<file path="src/rtl/mem_dump_reader.sv">
// Sequential RAM read-back engine: reads a contiguous address range through a
// synchronous read port and streams each word out over valid/ready with address and last tag.
module mem_dump_reader #(
    parameter int ADDR_WIDTH = 8,
    parameter int DATA_WIDTH = 16
) (
    input  logic                  clk,
    input  logic                  rst,
    input  logic                  start,
    input  logic [ADDR_WIDTH-1:0] base_addr,
    input  logic [ADDR_WIDTH:0]   length,
    output logic                  mem_rd_en,
    output logic [ADDR_WIDTH-1:0] mem_addr,
    input  logic [DATA_WIDTH-1:0] mem_rdata,
    output logic                  out_valid,
    input  logic                  out_ready,
    output logic [DATA_WIDTH-1:0] out_data,
    output logic [ADDR_WIDTH-1:0] out_addr,
    output logic                  out_last,
    output logic                  busy,
    output logic                  done
);

    typedef enum logic [1:0] {
        IDLE    = 2'd0,
        FETCH   = 2'd1,
        CAPTURE = 2'd2,
        SEND    = 2'd3
    } state_t;

    localparam logic [ADDR_WIDTH-1:0] ADDR_ONE = 1;
    localparam logic [ADDR_WIDTH:0]   REM_ONE  = 1;

    state_t                state, state_nxt;
    logic [ADDR_WIDTH-1:0] cur_addr;
    logic [ADDR_WIDTH:0]   remaining;
    logic                  accept;
    logic                  zero_len;
    logic                  handshake;

    always_comb begin
        state_nxt = state;
        accept    = 1'b0;
        zero_len  = 1'b0;
        handshake = 1'b0;
        case (state)
            IDLE: begin
                if (start) begin
                    if (length != '0) begin
                        accept    = 1'b1;
                        state_nxt = FETCH;
                    end else begin
                        zero_len  = 1'b1;
                    end
                end
            end
            FETCH:   state_nxt = CAPTURE;
            CAPTURE: state_nxt = SEND;
            SEND: begin
                if (out_valid && out_ready) begin
                    handshake = 1'b1;
                    state_nxt = out_last ? IDLE : FETCH;
                end
            end
            default: state_nxt = IDLE;
        endcase
    end

    assign mem_rd_en = (state == FETCH);
    assign mem_addr  = cur_addr;
    assign busy      = (state != IDLE);

    always_ff @(posedge clk or negedge rst) begin
        if (!rst) begin
            state <= IDLE;
        end else begin
            state <= state_nxt;
        end
    end

    // Output word register is loaded in CAPTURE, when the RAM data from FETCH is valid
    always_ff @(posedge clk or negedge rst) begin
        if (!rst) begin
            cur_addr  <= '0;
            remaining <= '0;
            out_valid <= 1'b0;
            out_data  <= '0;
            out_addr  <= '0;
            out_last  <= 1'b0;
            done      <= 1'b0;
        end else begin
            done <= zero_len || (handshake && out_last);
            if (accept) begin
                cur_addr  <= base_addr;
                remaining <= length;
            end
            if (state == CAPTURE) begin
                out_data  <= mem_rdata;
                out_addr  <= cur_addr;
                out_last  <= (remaining == REM_ONE);
                out_valid <= 1'b1;
            end
            if (handshake) begin
                out_valid <= 1'b0;
                remaining <= remaining - REM_ONE;
                cur_addr  <= cur_addr + ADDR_ONE;
            end
        end
    end

endmodule

</file>
<file path="config.mk">
export PLATFORM = sky130hd
export DESIGN_NAME = mem_dump_reader
export DESIGN_NICKNAME = d
export VERILOG_FILES = /design/src/rtl/mem_dump_reader.sv
export SDC_FILE = /design/constraint.sdc
export NUM_CORES = 1
export LEC_CHECK = 0
export CORE_MARGIN = 4
export CORE_UTILIZATION = 41
export DETAILED_ROUTE_END_ITERATION = 8
export PLACE_DENSITY = 0.77
export SETUP_SLACK_MARGIN = 0.05
export SLEW_MARGIN = 10
export SYNTH_ARGS = -nofsm -noshare
export SYNTH_HDL_FRONTEND = slang
export SYNTH_SLANG_ARGS = --single-unit
export TNS_END_PERCENT = 30
</file>
<file path="constraint.sdc">
create_clock -name clk -period 1.85 [get_ports clk]
set_clock_uncertainty 0.15 [all_clocks]
set_input_delay 0.4625 -clock clk [delete_from_list [all_inputs] [get_ports clk]]
set_output_delay 0.4625 -clock clk [all_outputs]
set_load 0.03 [all_outputs]
</file>
==> metrics.csv, run 1 <==
stage,metric,value,unit
timing,worst rel slew slack,73.0,%
run_status,status,"complete, but fails checks",
global_route,vias in the first global route,2106,
floorplanning,Initial Utilization,42.1,%
timing,post-route minimum period,1.88,ns
routing,initial DRC count,108,
timing,RSZ-0062 raised after global routing,yes,
timing,# setup viols final,2,
power,Max VDD drop,0.855,mV
critical_path,CP peak stage delay,0.44,ns
critical_path,CP Capture Type,output port,
yosys,Post-synth EDFFs,0,
floorplanning,die height,80.4,microns
yosys,Async SR Flop Fraction,100,%
global_route,Overflow after GRT,0,
yosys,Synth top area share,53.5,%
timing,fin crit share,102,%
floorplanning,Ports,74,
yosys,most common cell in the netlist,dfrtp_1,
timing,max-slew violation count,0,
yosys,Yosys warning count,0,
power,PD cells,1730,mW/mm^2
global_route,initial antenna violation count,0,
critical_path,WP data required,1.24,ns
placed_design,buffers added on ports,73,
final_layout,Register Area,0.00115,sq mm
clock_network,CTS tree,yes,
clock_network,clk slew on worst S/H paths,0.08,ns
critical_path,Worst path top cell family by delay,flip-flops,
routing,WL final,6230,microns
timing,count of final hold-check violations,0,
final_layout,multi-input logic area,0.00113,sq mm
clock_network,Inserted Clock Buffers,5,
placed_design,DP HPWL,4370,microns
timing,hold slack,0.316,ns
yosys,Synth top cells by count,"dfrtp_1, mux2_2, o21ai_0",
floorplanning,die width,80.4,microns
final_layout,Layout Nets,349,
routing,drt drc,0,
clock_network,Max H-tree Level,2,
yosys,Post-synth top flop,dfrtp_1,
final_layout,Syn-to-layout area delta,65.2,%
critical_path,crit start category,flop,
yosys,Synth area leader,dfrtp_1,
hold_path,Hold Path Class,primary input to flop,
clock_network,Root Buffer,clkbuf_8,
yosys,Post-Synthesis Cells,188,
global_route,largest net degree at the start of global routing,36,
placed_design,Placer Congestion,0.798,
power,Leak,1.55,nW
final_layout,Filler Cells Inserted,395,
final_layout,share of cells above drive strength 1,36.6,%
final_layout,Antenna Cells,0,
yosys,Unique masters post-synth,38,
clock_network,CTS Buffer Depth,2,
run_status,failing checks,negative setup slack,
clock_network,clock tree sinks,46,
routing,routed len/inst,16.6,microns
timing,max frequency,531,MHz
timing,setup ws final,-0.0320,ns
floorplanning,core box area,0.00511,sq mm
yosys,Synth area leaders,"dfrtp_1, mux2_2, ha_1",
clock_network,worst skew pair latency,0.30,ns
critical_path,Crit path top cell by count,buf_6,
critical_path,worst path bufs/invs,4,
routing,vias per cell,5.35,
final_layout,post-route design area,0.00355,sq mm
global_route,wire length of the first global-routing pass,9910,microns
timing,worst slew pin tran,0.401,ns
yosys,sequential share of the synthesized area,53.5,%
yosys,Syn Nets,232,
global_route,global-route usage over all layers,19.7,%
floorplanning,cell row count,26,
critical_path,Worst EP arrival,1.27,ns
floorplanning,DIE AREA,0.00647,sq mm
critical_path,ordered cell list for the critical path,inv_2 -> ha_4 -> buf_6 -> inv_4 -> buf_6,
critical_path,Critical Path Fanout Max,3,
yosys,cell area after synthesis,0.00215,sq mm
critical_path,critical path class,flop to output port,
routing,detailed-route via count,2011,
placed_design,placed cell areas,0.00325,sq mm
routing,DR pass1 iterations,4,
yosys,syn avg cell area,11.4,sq um
routing,remaining antenna violation count after routing,0,
job,max-cap violations,0,
critical_path,CP max stage cell,dfrtp_1,
yosys,"FF+latch count, synth",46,
[worst min-delay path, delay by kind of cell]
family / cells / cell delay [ns]
compound gates: 2 / 0.14
buf+inv: 1 / 0.13
[power by group]
part	total, mW	internal (mW)	switching [mW]	leakage, nW
clock	0.643	0.302	0.341	0.0482
combinational	3.68	1.70	1.98	0.964
sequential	1.83	1.50	0.329	0.538
total	6.15	3.50	2.65	1.55
[registers in the layout, summed over array words and instances, names as in the netlist]
name       flops
out_last       1
out_addr       8
out_data      16
state          2
mem_addr       8
out_valid      1
remaining      9
done           1
[cell type report]
type                    count  area share, %
inverters                   7          0.810
clock buffers               7           2.43
clock inverters             1          0.141
flip-flops and latches     46           32.4
well taps                  70           2.47
repair buffers            117           29.8
multi-input cells         128           31.9
[per-layer routing]
layer  vias to the layer above  GRT usage [%]  part of all wire [%]
li1                        941              -                     -
met1                       996           24.8                    40
met2                        65           33.4                    52
met3                         9           4.71                   6.1
met4                         0           6.25                   1.3
met5                         -              0                     0
[repair_timing]
action,4_1_cts,5_1_grt
buffers inserted,2,4
hold buffers,1,0
hold endpoints to repair,11,0
cloned,0,0
resized for setup,65,27
setup endpoints to repair,56,20
pin swaps,3,6
[metrics by stage]
step / setup TNS, ns / setup slack [ns] / utilization, % / std cells / total power, mW
after global routing: -0.259 / -0.0960 / 69.5 / 376 / 6.56
after detailed placement: -7.40 / -0.531 / 63.6 / 361 / 5.39
after CTS: -0.170 / -0.0499 / 67.0 / 372 / 5.94
after floorplan: -0.242 / -0.0419 / - / 188 / 3.77
final: -0.0532 / -0.0320 / 69.5 / 376 / 6.15
after global placement: -7.78 / -0.526 / 63.6 / 361 / 5.30
[cells in the final DEF, fill, tap and decap left out, types with 3 or more instances in the layout]
master and count:
a211oi_2 3, a21oi_1 9, buf_12 3, buf_4 38, buf_6 4, clkbuf_8 6
clkdlybuf4s50_1 27, dfrtp_1 45, dlygate4sd2_1 39, dlymetal6s2s_1 3, ha_1 4, ha_4 3
inv_1 4, mux2_2 24, nand2_1 8, nand3_1 3, nor2_1 7, nor3_1 4
nor3_2 4, nor4_1 3, o211ai_1 3, o21ai_0 8, o22ai_1 3, or3_1 3
[logic make-up after synthesis]
family,Yosys count,synth area share [%]
and+or+nand+nor,49,11.9
buffers and inverters,14,2.50
adders and majority gates,7,4.07
DFF,46,53.5
muxes,25,13.1
xor gates and xnor gates,1,0.407
AOI/OAI and AO/OA,46,14.5
[worst paths after layout]
check	depth (start not counted)	slack, ns	from	to
worst max-delay path	5	-0.03	state[0]$_DFFE_PN0P_	busy
worst min-delay path	3	0.32	length[5]	remaining[5]$_DFFE_PN0P_
worst max register to register	4	-0.02	remaining[2]$_DFFE_PN0P_	remaining[8]$_DFFE_PN0P_
max in group asynchronous	3	0.60	rst	remaining[5]$_DFFE_PN0P_
min in group asynchronous	2	0.46	rst	out_data[4]$_DFFE_PN0P_
worst min register to register	1	0.35	out_data[13]$_DFFE_PN0P_	out_data[13]$_DFFE_PN0P_
Power figures use the tool's default switching activity.
==> inputs of run 2 (changes only) <==
Settings changed: ABC_AREA from default to 0.
==> results of run 2 <==
The final DEF is identical to that of run 1; final timing and power are the same.
